File: src/rtl/pcs_pkg.sv
// rtl/pcs_pkg.sv - 1000BASE-X PCS code-groups, xmit encodings and sequencer states
// Shared by the transmit sequencer and the receive-side sync/receive blocks.
package pcs_pkg;

  localparam logic [7:0] K28_5 = 8'hBC;
  localparam logic [7:0] D21_5 = 8'hB5;
  localparam logic [7:0] D2_2  = 8'h42;
  localparam logic [7:0] D5_6  = 8'hC5;
  localparam logic [7:0] D16_2 = 8'h50;
  localparam logic [7:0] K27_7 = 8'hFB;
  localparam logic [7:0] K29_7 = 8'hFD;
  localparam logic [7:0] K23_7 = 8'hF7;
  localparam logic [7:0] K30_7 = 8'hFE;

  localparam logic [1:0] XMIT_CONFIG = 2'b00;
  localparam logic [1:0] XMIT_IDLE   = 2'b01;
  localparam logic [1:0] XMIT_DATA   = 2'b10;

  typedef enum logic [3:0] {
    ST_CFG_K,
    ST_CFG_D,
    ST_CFG_LO,
    ST_CFG_HI,
    ST_IDLE_K,
    ST_IDLE_D,
    ST_SOP,
    ST_DATA,
    ST_EOP_T,
    ST_EOP_R,
    ST_EOP_R2
  } seq_state_e;

  // The reserved encoding 11 behaves as IDLE.
  function automatic logic [1:0] xmit_mode(input logic [1:0] x);
    return (x == 2'b11) ? XMIT_IDLE : x;
  endfunction

  function automatic logic [7:0] idle_d_code(input logic disp, input logic i2_only);
    return (disp && !i2_only) ? D5_6 : D16_2;
  endfunction

endpackage

File: src/rtl/pcs_tx_oset_sequencer.sv
// rtl/pcs_tx_oset_sequencer.sv - 1000BASE-X PCS transmit ordered-set sequencer and source arbiter
// state_q names the code-group currently on tx_code; every output is registered.
module pcs_tx_oset_sequencer
  import pcs_pkg::*;
#(
  parameter bit IDLE_I2_ONLY = 1'b0
) (
  input  logic        GTX_CLK,
  input  logic        mr_main_reset,
  input  logic [1:0]  xmit,
  input  logic [7:0]  TXD,
  input  logic        TX_EN,
  input  logic        TX_ER,
  input  logic [15:0] tx_config_reg,
  input  logic        tx_disparity,
  output logic [7:0]  tx_code,
  output logic        tx_is_k,
  output logic        tx_even,
  output logic        tx_pkt_active
);

  seq_state_e  state_q, state_d;
  logic [7:0]  code_q, code_d;
  logic        is_k_q, is_k_d;
  logic        even_q;
  logic        pkt_q, pkt_d;
  logic [15:0] cfg_q, cfg_d;
  logic        c2_q, c2_d;
  logic        pend_q, pend_d;
  logic        tx_en_q;

  logic [1:0]  mode;
  logic        tx_en_rise;
  logic        set_end;

  assign mode       = xmit_mode(xmit);
  assign tx_en_rise = TX_EN && !tx_en_q;

  always_comb begin
    state_d = state_q;
    code_d  = code_q;
    is_k_d  = 1'b0;
    cfg_d   = cfg_q;
    c2_d    = c2_q;
    pend_d  = 1'b0;
    set_end = 1'b0;
    case (state_q)
      ST_CFG_K: begin
        state_d = ST_CFG_D;
        code_d  = c2_q ? D2_2 : D21_5;
        c2_d    = ~c2_q;
        cfg_d   = tx_config_reg;
      end
      ST_CFG_D: begin
        state_d = ST_CFG_LO;
        code_d  = cfg_q[7:0];
      end
      ST_CFG_LO: begin
        state_d = ST_CFG_HI;
        code_d  = cfg_q[15:8];
      end
      ST_IDLE_K: begin
        state_d = ST_IDLE_D;
        code_d  = idle_d_code(tx_disparity, IDLE_I2_ONLY);
        // A rise seen on the odd half is honoured one byte later, at the even slot.
        pend_d  = tx_en_rise && (mode == XMIT_DATA);
      end
      ST_IDLE_D: begin
        if ((mode == XMIT_DATA) && TX_EN && (tx_en_rise || pend_q)) begin
          state_d = ST_SOP;
          code_d  = K27_7;
          is_k_d  = 1'b1;
        end else begin
          set_end = 1'b1;
        end
      end
      ST_SOP, ST_DATA: begin
        if (!TX_EN || (mode != XMIT_DATA)) begin
          state_d = ST_EOP_T;
          code_d  = K29_7;
          is_k_d  = 1'b1;
        end else if (TX_ER) begin
          state_d = ST_DATA;
          code_d  = K30_7;
          is_k_d  = 1'b1;
        end else begin
          state_d = ST_DATA;
          code_d  = TXD;
        end
      end
      ST_EOP_T: begin
        state_d = ST_EOP_R;
        code_d  = K23_7;
        is_k_d  = 1'b1;
      end
      ST_EOP_R: begin
        if (even_q) begin
          state_d = ST_EOP_R2;
          code_d  = K23_7;
          is_k_d  = 1'b1;
        end else begin
          set_end = 1'b1;
        end
      end
      default: set_end = 1'b1;
    endcase

    if (set_end) begin
      code_d = K28_5;
      is_k_d = 1'b1;
      if (mode == XMIT_CONFIG) begin
        state_d = ST_CFG_K;
      end else begin
        state_d = ST_IDLE_K;
        c2_d    = 1'b0;
      end
    end

    pkt_d = state_d inside {ST_SOP, ST_DATA, ST_EOP_T, ST_EOP_R, ST_EOP_R2};
  end

  always_ff @(posedge GTX_CLK) begin
    if (mr_main_reset) begin
      state_q <= ST_IDLE_K;
      code_q  <= K28_5;
      is_k_q  <= 1'b1;
      even_q  <= 1'b1;
      pkt_q   <= 1'b0;
      cfg_q   <= '0;
      c2_q    <= 1'b0;
      pend_q  <= 1'b0;
      tx_en_q <= 1'b1;
    end else begin
      state_q <= state_d;
      code_q  <= code_d;
      is_k_q  <= is_k_d;
      even_q  <= ~even_q;
      pkt_q   <= pkt_d;
      cfg_q   <= cfg_d;
      c2_q    <= c2_d;
      pend_q  <= pend_d;
      tx_en_q <= TX_EN;
    end
  end

  assign tx_code       = code_q;
  assign tx_is_k       = is_k_q;
  assign tx_even       = even_q;
  assign tx_pkt_active = pkt_q;

endmodule

File: config.mk
export PLATFORM = sky130hd
export DESIGN_NAME = pcs_tx_oset_sequencer
export DESIGN_NICKNAME = d
export VERILOG_FILES = /design/src/rtl/pcs_pkg.sv /design/src/rtl/pcs_tx_oset_sequencer.sv
export SDC_FILE = /design/constraint.sdc
export NUM_CORES = 1
export LEC_CHECK = 0
export ABC_AREA = 1
export CORE_MARGIN = 1
export CORE_UTILIZATION = 30
export DETAILED_ROUTE_END_ITERATION = 8
export SYNTH_ARGS = -nofsm -noshare
export SYNTH_HDL_FRONTEND = slang
export SYNTH_SLANG_ARGS = --single-unit
File: constraint.sdc
create_clock -name GTX_CLK -period 2.81 [get_ports GTX_CLK]
set_input_delay 0.281 -clock GTX_CLK [delete_from_list [all_inputs] [get_ports GTX_CLK]]
set_output_delay 0.281 -clock GTX_CLK [all_outputs]
set_load 0.01 [all_outputs]
After elaboration in Yosys (flattened, before gate mapping)
Cells that the tools add are included.
{ "op_classes": {"add_sub_neg": 0, "n_mux": 25, "mul": 0, "order_cmp": 0, "bitwise_logic": 3, "n_shift": 0, "reduce_logical": 17, "div": 0, "n_eq_ne": 18} }
{ "op_table": {"columns": ["op", "count"], "rows": [
  ["$pmux W8 S8", 1],
  ["$mux W8", 6],
  ["$pmux W4 S8", 1],
  ["$eq A4 B3 Y1 const B", 6],
  ["$eq A4 B4 Y1 const B", 5],
  ["$mux W4", 4],
  ["$mux W1", 9],
  ["$reduce_bool A8 Y1", 1],
  ["$reduce_or A7 Y1", 1],
  ["$ne A2 B2 Y1 const B", 3],
  ["$reduce_or A2 Y1", 3],
  ["$reduce_bool A5 Y1", 1],
  ["$eq A2 B2 Y1 const B", 2],
  ["$eq A4 B1 Y1 const B", 1],
  ["$eq A4 B2 Y1 const B", 1],
  ["$logic_and A1 B1 Y1", 4],
  ["$logic_not A4 Y1", 1],
  ["$pmux W1 S4", 1],
  ["$mux W3", 1],
  ["$not A1 Y1", 3],
  ["$pmux W1 S3", 1],
  ["$reduce_and A3 Y1", 1],
  ["$logic_not A1 Y1", 2],
  ["$logic_not A2 Y1", 1],
  ["other kinds (2)", 3]
]} }
{ "word_totals": {"mem_count": 0, "latchBits": 0, "wordCells": 72, "regBits": 34, "ram_bits": 0, "mem_bits_ro": 0, "in_bits": 31} }

Logic depth before layout (Yosys ltp)
Gate-level depths: netlist (run 1).
{ "logic_depth": {"word_depth": 10, "depth_mapped": 10, "depth_no_buf": 10} }

Least setup slack after synthesis (run 1)
Ideal clock, no wire load.
{ "synth_timing": {"kind": "register -> register", "start": "register state_q[1]", "end": "register code_q[2] (netlist: tx_code[2])", "arrival_ps": 1065, "synth_period_minus_slack_ps": 1179, "stages_incl_launch_ff": 9, "slack_ps": 1631, "path_cell_list": "dfxtp_1 nor2_1 nand2_1 buf_6 nand2_4 nand2_2 nand3_2 inv_2 nand2_1"} }
{ "synth_between": {"elab_chain_len": 4, "elab_cells_between_ends": 18, "cone_classes": "10 x eq/ne; 2 x mux; 6 x reduce/logical"} }
{ "synth_lines": {"columns": ["item", "line_no", "rtl"], "rows": [
  ["from (decl)", "pcs_tx_oset_sequencer.sv:22", "seq_state_e state_q, state_d;"],
  ["from (signal assigned)", "pcs_tx_oset_sequencer.sv:134", "state_q <= state_d;"],
  ["$eq A4 B3 Y1 (tied with other cells)", "pcs_tx_oset_sequencer.sv:47", "case (state_q)"],
  ["$reduce_or A7 Y1 (no line) or $reduce_or A2 Y1 (tied branches)", null, null],
  ["$pmux W1 S3 or $reduce_bool A8 Y1 (tied branches)", null, null],
  ["$reduce_or A2 Y1 (no line) or $reduce_and A3 Y1 (tied branches)", null, null],
  ["to (signal assigned)", "pcs_tx_oset_sequencer.sv:135", "code_q <= code_d;"],
  ["to (decl)", "pcs_tx_oset_sequencer.sv:23", "logic [7:0] code_q, code_d;"]
]} }
Parallel ways exist; a longest one is shown, timed or not.
A chain may end at the register's enable or synchronous reset.

Worst setup path in the final report (run 1)
{ "layout_timing": {"start": "register state_q[3]", "end": "register c2_q"} }
{ "layout_between": {"elab_chain_len": 4, "elab_cells_between_ends": 14, "cone_classes": "8 x eq/ne; 4 x mux; 2 x reduce/logical"} }
{ "layout_lines": {"columns": ["item", "line_no", "rtl"], "rows": [
  ["$eq A4 B3 Y1 (tied with other cells)", "pcs_tx_oset_sequencer.sv:47", null],
  ["$reduce_or A7 Y1 (no line) or $mux W1 (tied branches)", null, null],
  ["$pmux W1 S3 or $mux W1 (tied branches)", "pcs_tx_oset_sequencer.sv:47, pcs_tx_oset_sequencer.sv:111", null],
  ["$mux W1 (*)", "pcs_tx_oset_sequencer.sv:108", "if (set_end) begin"],
  ["to (signal assigned)", "pcs_tx_oset_sequencer.sv:130", "c2_q <= 1'b0;"],
  ["to (signal assigned)", "pcs_tx_oset_sequencer.sv:140", "c2_q <= c2_d;"],
  ["to (decl)", "pcs_tx_oset_sequencer.sv:28", "logic c2_q, c2_d;"]
]} }
Mark *: on every way between the ends. The rest lies on a longest branch, timed or not.

==> qor.csv, run 1 <==
stage,metric,value,unit
cts,Post-CTS Setup Inserts,0,
cts,CTS tree,yes,
synth,predominant post-synthesis flop cell,dfxtp_1,
synth,Post-synth top cells,"57 x nor2_1, 55 x nand2_1, 34 x dfxtp_1",
cts,CTS clock-pin slew for the worst setup and hold paths,0.08,ns
setup_path,crit path kind,reg -> reg,
place,IO buf count,41,
power,Leak Pwr,0.000985,µW
sta,clk_skew,0.00938,ns
routing,DRC,0,
synth,"FFs w/ async S/R, synth",0,
cts,clk buf depth,2,
cells_and_area,Antenna diodes,0,
cells_and_area,share of layout cells above drive strength 1,0.107,
floorplanning,Ports,42,
cts,Worst-Skew Late Latency,0.29,ns
synth,cell types occupying the most area after synthesis,"dfxtp_1 42%, nor2_1 13%, nand2_1 13%",
cts,cts repair resizes,0,
cts,number of buffers created by CTS,5,
outcome,outcome,completed,
synth,Post-Syn Instances,246,
floorplanning,Core Rows,26,
cells_and_area,Finished Cell Area,0.00219,mm²
sta,count of final setup violators,0,
cts,"Hold-fix buffers, CTS",0,
setup_path,buffers and inverters on the worst path,1,
sta,Final min period,1.72,ns
floorplanning,Core Box Area,0.00517,mm²
sta,crit share post-route,0.611,
synth,post-synthesis mux area share,0,
floorplanning,Die ar.,0.00576,mm²
synth,cell with the most instances after synthesis,nor2_1,
synth,adder-cell share of the synthesized area,0,
grt,largest net degree at the start of global routing,21,
cts,Sink Count,34,
sta,Final TNS setup,0,ns
setup_path,crit path max-delay cell type,nand2_1,
cts,H-tree Lvls,2,
setup_path,worst setup path start,state_q[3],
setup_path,Reg-to-Reg End,c2_q,
cells_and_area,Final nets,319,
synth,synthesized cell area,0.00164,mm²
routing,number of detailed-route iterations in the first pass,6,
routing,initial drt markers,94,
synth,Mapped Nets,277,
cts,Root Buffer,clkbuf_8,
worst_hold_path,HP Start,tx_en_q,
synth,top-area cell type share of the netlist area,0.416,
sta,Final Hold Violating Endpoints,0,
sta,setup repair after global routing missed its margin,false,
sta,Slew Limit Fails,0,
grt,GR Util All Layers,0.161,
grt,vias in the first global route,1452,
routing,DRT antenna net count,0,
setup_path,CP arrival,1.89,ns
synth,"EDFF count, synth",0,
worst_hold_path,WHS Endpoint,pend_q,
place,Post-DP Area,0.00209,mm²
cells_and_area,Fillers,557,
setup_path,FF-to-FF path depth,6,
synth,post-synthesis xor/xnor area fraction,0,
cells_and_area,area grow syn2layout,33.7,%
synth,Syn Area/Cell,6.66,µm²
setup_path,cell family with most CP delay,simple AND/OR/NAND/NOR gates,
setup_path,Setup crit end kind,register,
setup_path,critical path required time,2.98,ns
worst_hold_path,worst min-delay path category,reg -> reg,
routing,via/cell ratio,4.50,
synth,largest family of logic cells by synthesized area,simple AND/OR/NAND/NOR gates,
power,Peak supply drop,0.247,mV
sta,Least-Margin Pin Slew,0.710,ns
synth,post-synth top area cell,dfxtp_1,
setup_path,R2R Setup Slk,1.09,ns
sta,Fmax,583,MHz
synth,post-synthesis sequential area ratio,0.416,
setup_path,CP max FO,20,
routing,routed via count,1615,
floorplanning,Starting Density,0.317,
setup_path,crit-path cells,nor2_2 > nand2_1 > inv_6 > nand2_1 > nand3_1 > a21oi_1,
grt,GRT Residual Overflow,0,
grt,first-pass GRT wire length,6730,µm
place,post-DP HPWL,3240,µm
routing,wire per inst,11.6,µm
synth,Synthesis Warnings,0,
floorplanning,DIE HEIGHT,75.9,µm
setup_path,most frequent CP cell,nand2_1,
place,RePlAce Congestion,0.929,
synth,simple-gate share of the synthesized area,0.400,
synth,Yosys cell types,23,
worst_hold_path,WHS Path Cells,1,
floorplanning,Die Wd,75.9,µm
setup_path,Worst R2R Start,state_q[3],
power,Pwr Density,852,mW/mm²
setup_path,max incr delay on CP,0.47,ns
routing,WL final,4160,µm
grt,initial antenna violation count,0,
run,max_cap viols,0,
synth,post-synthesis compound-gate area fraction,0.0985,
synth,post-synthesis register bit count,34,
sta,slew margin rel.,0.525,
setup_path,CP Launch Type,register,
## worst max-delay path by stage
stage / slack, ns / to / depth (start not counted)
floorplan: 1.63 / tx_code[2] / 8
global route: 0.85 / c2_q / 6
detailed placement: 0.94 / tx_code[3] / 6
finish: 1.09 / c2_q / 6
CTS: 1.09 / tx_code[4] / 7
global placement: 0.93 / tx_code[3] / 6
## report_power, final
part,leakage [µW],switching [µW],internal [µW]
registers,0.000279,85.5,641
logic,0.000659,440,316
clock network,0.0000472,185,197
## logic make-up after synthesis
kind of cell / after synthesis
flip-flops: 34
AND/OR/NAND/NOR: 150
AO/OA/AOI/OAI: 31
buffers and inverters: 31
## placed cells by master (no fill, tap or decap)
cell type and count:
nor4_1 1, inv_1 18, nor2_4 2, a21oi_1 6
clkdlybuf4s50_1 41, nor2_1 57, or2_2 4, inv_2 6
o211ai_1 1, clkinvlp_4 1, clkbuf_8 6, o21ai_1 3
clkinv_2 1, inv_6 1, a41oi_1 1, nand2_1 55
o21ai_0 20, nand2_4 1, nand3_1 20, nor2_2 4
dfxtp_1 34, and3_1 1, nand2_2 3, nand3_2 2
## area by class of cell
class                      instances  area, µm²  area share
clock buffer                       6       82.6      0.0377
clock inverter                     2       12.5     0.00571
inverter                          25       98.8      0.0451
multi-input combinational        181        817       0.373
sequential                        34        681       0.311
tap                               70       87.6      0.0400
timing repair buffer              41        410       0.187
## per-stage QoR
step | setup WS [ns] | power (µW) | std cells | hold WS [ns] | utilization
after global routing | 0.854 | 2030 | 359 | 0.450 | 0.423
after CTS | 1.09 | 1880 | 359 | 0.435 | 0.423
after global placement | 0.933 | 1490 | 351 | 0.424 | 0.405
after detailed placement | 0.944 | 1500 | 351 | 0.424 | 0.405
after floorplan | 1.63 | 1240 | 246 | 0.388 | -
final | 1.09 | 1870 | 359 | 0.438 | 0.423
## worst reg2reg max path: cells and delay by family (launching register included)
family | cells | cell delay, ns
flops | 1 | 0.38
simple gates | 4 | 0.86
buf+inv | 1 | 0.31
compound gates | 1 | 0.05
## layer usage
metal  wire (µm)  global-route usage  vias up
li1            -                   -      859
met1        2050               0.212      699
met2        1780               0.243       47
met3         226              0.0437       10
met4         100              0.0741        0
met5           0                   0        -
## registers in the layout, indices dropped and copies added (netlist names)
| name | cells |
|---|---|
| state_q | 4 |
| tx_even | 1 |
| cfg_q | 16 |
| tx_is_k | 1 |
| tx_pkt_active | 1 |
| c2_q | 1 |
| tx_code | 8 |
| pend_q | 1 |
| tx_en_q | 1 |
Power figures use the tool's default switching activity.
==> inputs of run 2 (changes only) <==
==> constraint.sdc (replaced) <==
create_clock -name GTX_CLK -period 1.7 [get_ports GTX_CLK]
set_input_delay 0.17 -clock GTX_CLK [delete_from_list [all_inputs] [get_ports GTX_CLK]]
set_output_delay 0.17 -clock GTX_CLK [all_outputs]
set_load 0.01 [all_outputs]
==> run 2 against run 1 <==
Compared with the run above:
- die area unchanged
- highest routed layer unchanged
- via count is 1.9% lower
- wire length shrank 0.96%
- design area rose by 2.5%
- setup slack worse by 0.84 ns
- non-clock buffer count rose by 5
- critical endpoint unchanged
- maximum frequency is 19% higher
- sequential share of layout area is 0.76 points lower
- critical path type unchanged
- global-route usage is 0.44 points lower
- clock skew decreased by 0.0040 ns
- core utilization increased by 1.1 points
- total power is 73% higher
==> qor.csv, run 2 (synthesized netlist as in run 1, its figures left out) <==
stage,metric,value,unit,change
outcome,outcome,completed,,unchanged
floorplanning,Core Box Area,0.00517,mm²,unchanged
sta,count of final setup violators,0,,unchanged
cells_and_area,Final nets,324,,was 319
cts,H-tree Lvls,2,,unchanged
setup_path,cell family with most CP delay,simple AND/OR/NAND/NOR gates,,unchanged
floorplanning,Ports,42,,unchanged
place,setup slack at placement,-0.0215,ns,was 0.944 ns
setup_path,CP max FO,16,,was 20
cts,CTS clock-pin slew for the worst setup and hold paths,0.06,ns,was 0.08 ns
cells_and_area,"most common cell after layout, fill and taps aside",nor2_1,,unchanged
cells_and_area,Largest register FFs,16,,unchanged
grt,initial antenna violation count,0,,unchanged
cells_and_area,Fillers,550,,was 557
cts,"Hold-fix buffers, CTS",0,,unchanged
cells_and_area,share of layout cells above drive strength 1,0.119,,was 0.107
power,Logic pwr share,0.397,,was 0.406
cells_and_area,most frequent cells in the layout,"57 x nor2_1, 55 x nand2_1, 41 x clkdlybuf4s50_1",,unchanged
setup_path,CP arrival,1.61,ns,was 1.89 ns
floorplanning,DIE HEIGHT,75.9,µm,unchanged
place,post-DP HPWL,3290,µm,was 3240 µm
grt,GR Util All Layers,0.156,,was 0.161
routing,DRC,0,,unchanged
routing,DRT antenna net count,0,,unchanged
power,sequential share of power,0.373,,was 0.390
power,internal power,2090,µW,was 1150 µW
sta,slew margin rel.,0.721,,was 0.525
routing,via/cell ratio,4.37,,was 4.50
setup_path,R2R Setup Slk,0.25,ns,was 1.09 ns
power,Leak Pwr,0.00102,µW,was 0.000985 µW
floorplanning,Core Rows,26,,unchanged
sta,clk_skew,0.00542,ns,was 0.00938 ns
cells_and_area,area of the multi-input gates,817,µm²,unchanged
routing,number of detailed-route iterations in the first pass,4,,was 6
sta,crit share post-route,0.851,,was 0.611
cts,number of buffers created by CTS,5,,unchanged
power,Pwr Density,1440,mW/mm²,was 852 mW/mm²
floorplanning,Starting Density,0.317,,unchanged
routing,WL final,4120,µm,was 4160 µm
routing,wire per inst,11.4,µm,was 11.6 µm
setup_path,most frequent CP cell,nand2_1,,unchanged
sta,Hold Slack,0.433,ns,was 0.438 ns
run,max_cap viols,0,,unchanged
sta,setup repair after global routing missed its margin,false,,unchanged
setup_path,Setup crit end kind,register,,unchanged
grt,largest net degree at the start of global routing,17,,was 21
power,clock power share,0.230,,was 0.205
setup_path,critical path required time,1.86,ns,was 2.98 ns
routing,routed via count,1585,,"was 1,615"
place,RePlAce Congestion,0.931,,was 0.929
setup_path,CP Launch Type,register,,unchanged
setup_path,crit-path cells,nor2_2 > nand2_1 > buf_4 > inv_6 > nand2_1 > nand3_1 > a21oi_1,,was nor2_2 > nand2_1 > inv_6 > nand2_1 > nand3_1 > a21oi_1
place,IO buf count,41,,unchanged
sta,post-route setup slack,0.254,ns,was 1.09 ns
cells_and_area,Largest Register,cfg_q,,unchanged
cells_and_area,Antenna diodes,0,,unchanged
setup_path,crit path max-delay cell type,dfxtp_1,,was nand2_1
worst_hold_path,worst min-delay path category,reg -> reg,,unchanged
grt,GRT Residual Overflow,0,,unchanged
cts,Sink Count,34,,unchanged
cts,Post-CTS Setup Inserts,0,,unchanged
cts,clk buf depth,2,,unchanged
cts,cts repair resizes,0,,unchanged
power,Peak supply drop,0.574,mV,was 0.247 mV
setup_path,crit path kind,reg -> reg,,unchanged
cts,Root Buffer,clkbuf_8,,unchanged
power,Total Power,3230,µW,was 1870 µW
floorplanning,Die ar.,0.00576,mm²,unchanged
cells_and_area,area grow syn2layout,37.1,%,was 33.7%
sta,Final Hold Violating Endpoints,0,,unchanged
sta,Final TNS setup,0,ns,unchanged
sta,Final min period,1.45,ns,was 1.72 ns
sta,Least-Margin Pin Slew,0.415,ns,was 0.710 ns
grt,vias in the first global route,1451,,"was 1,452"
power,Net Sw Frac,0.353,,was 0.381
floorplanning,Die Wd,75.9,µm,unchanged
sta,Slew Limit Fails,0,,unchanged
routing,initial drt markers,108,,was 94
sta,Fmax,691,MHz,was 583 MHz
setup_path,max incr delay on CP,0.37,ns,was 0.47 ns
cts,CTS tree,yes,,unchanged
cts,Worst-Skew Late Latency,0.28,ns,was 0.29 ns
setup_path,buffers and inverters on the worst path,2,,was 1
grt,first-pass GRT wire length,6650,µm,was 6730 µm
power,switching power,1140,µW,was 711 µW
cells_and_area,sequential cell area,681,µm²,unchanged
==> run 2: cell type report <==
type,instances,share of cell area
Multi-Input combinational cell,181,0.364
Tap cell,70,0.0390
Sequential cell,34,0.303
Clock inverter,1,0.0134
Inverter,25,0.0440
Clock buffer,6,0.0368
Timing Repair Buffer,46,0.200
==> run 2: power by group through the flow <==
stage          Combinational (µW)  Sequential [µW]  Clock (µW)
3_5_place_dp                 1280             1230           0
2_1_floorplan                 811             1230           0
4_1_cts                      1290             1210         771
5_1_grt                      1460             1230         805
3_3_place_gp                 1290             1220           0
6_report                     1280             1200         743
==> run 2: through the flow <==
step / instance area (µm²) / util / instances
after floorplan: 1640 / - / 246
after global placement: 2130 / 0.412 / 356
after detailed placement: 2130 / 0.412 / 356
after CTS: 2240 / 0.434 / 363
after global routing: 2240 / 0.434 / 363
final: 2240 / 0.434 / 363
==> run 2: worst register-to-register path: stages (launching register included) <==
cell	delay, ns
dfxtp_1	0.37
nor2_2	0.25
nand2_1	0.18
buf_4	0.23
inv_6	0.13
nand2_1	0.07
nand3_1	0.07
a21oi_1	0.04
==> run 2: metal layers <==
layer,part of all wire,wire length [µm],GRT usage
met3,0.043,176,0.0317
met5,0,0,0
met1,0.51,2090,0.219
met4,0.012,48,0.0432
met2,0.44,1810,0.242
==> run 2: final timing paths <==
path,from,to,cells past startpoint
worst max register to register,state_q[3],c2_q,7
worst max-delay path,state_q[3],c2_q,7
worst min-delay path,tx_even,tx_even,1
worst min register to register,tx_even,tx_even,1
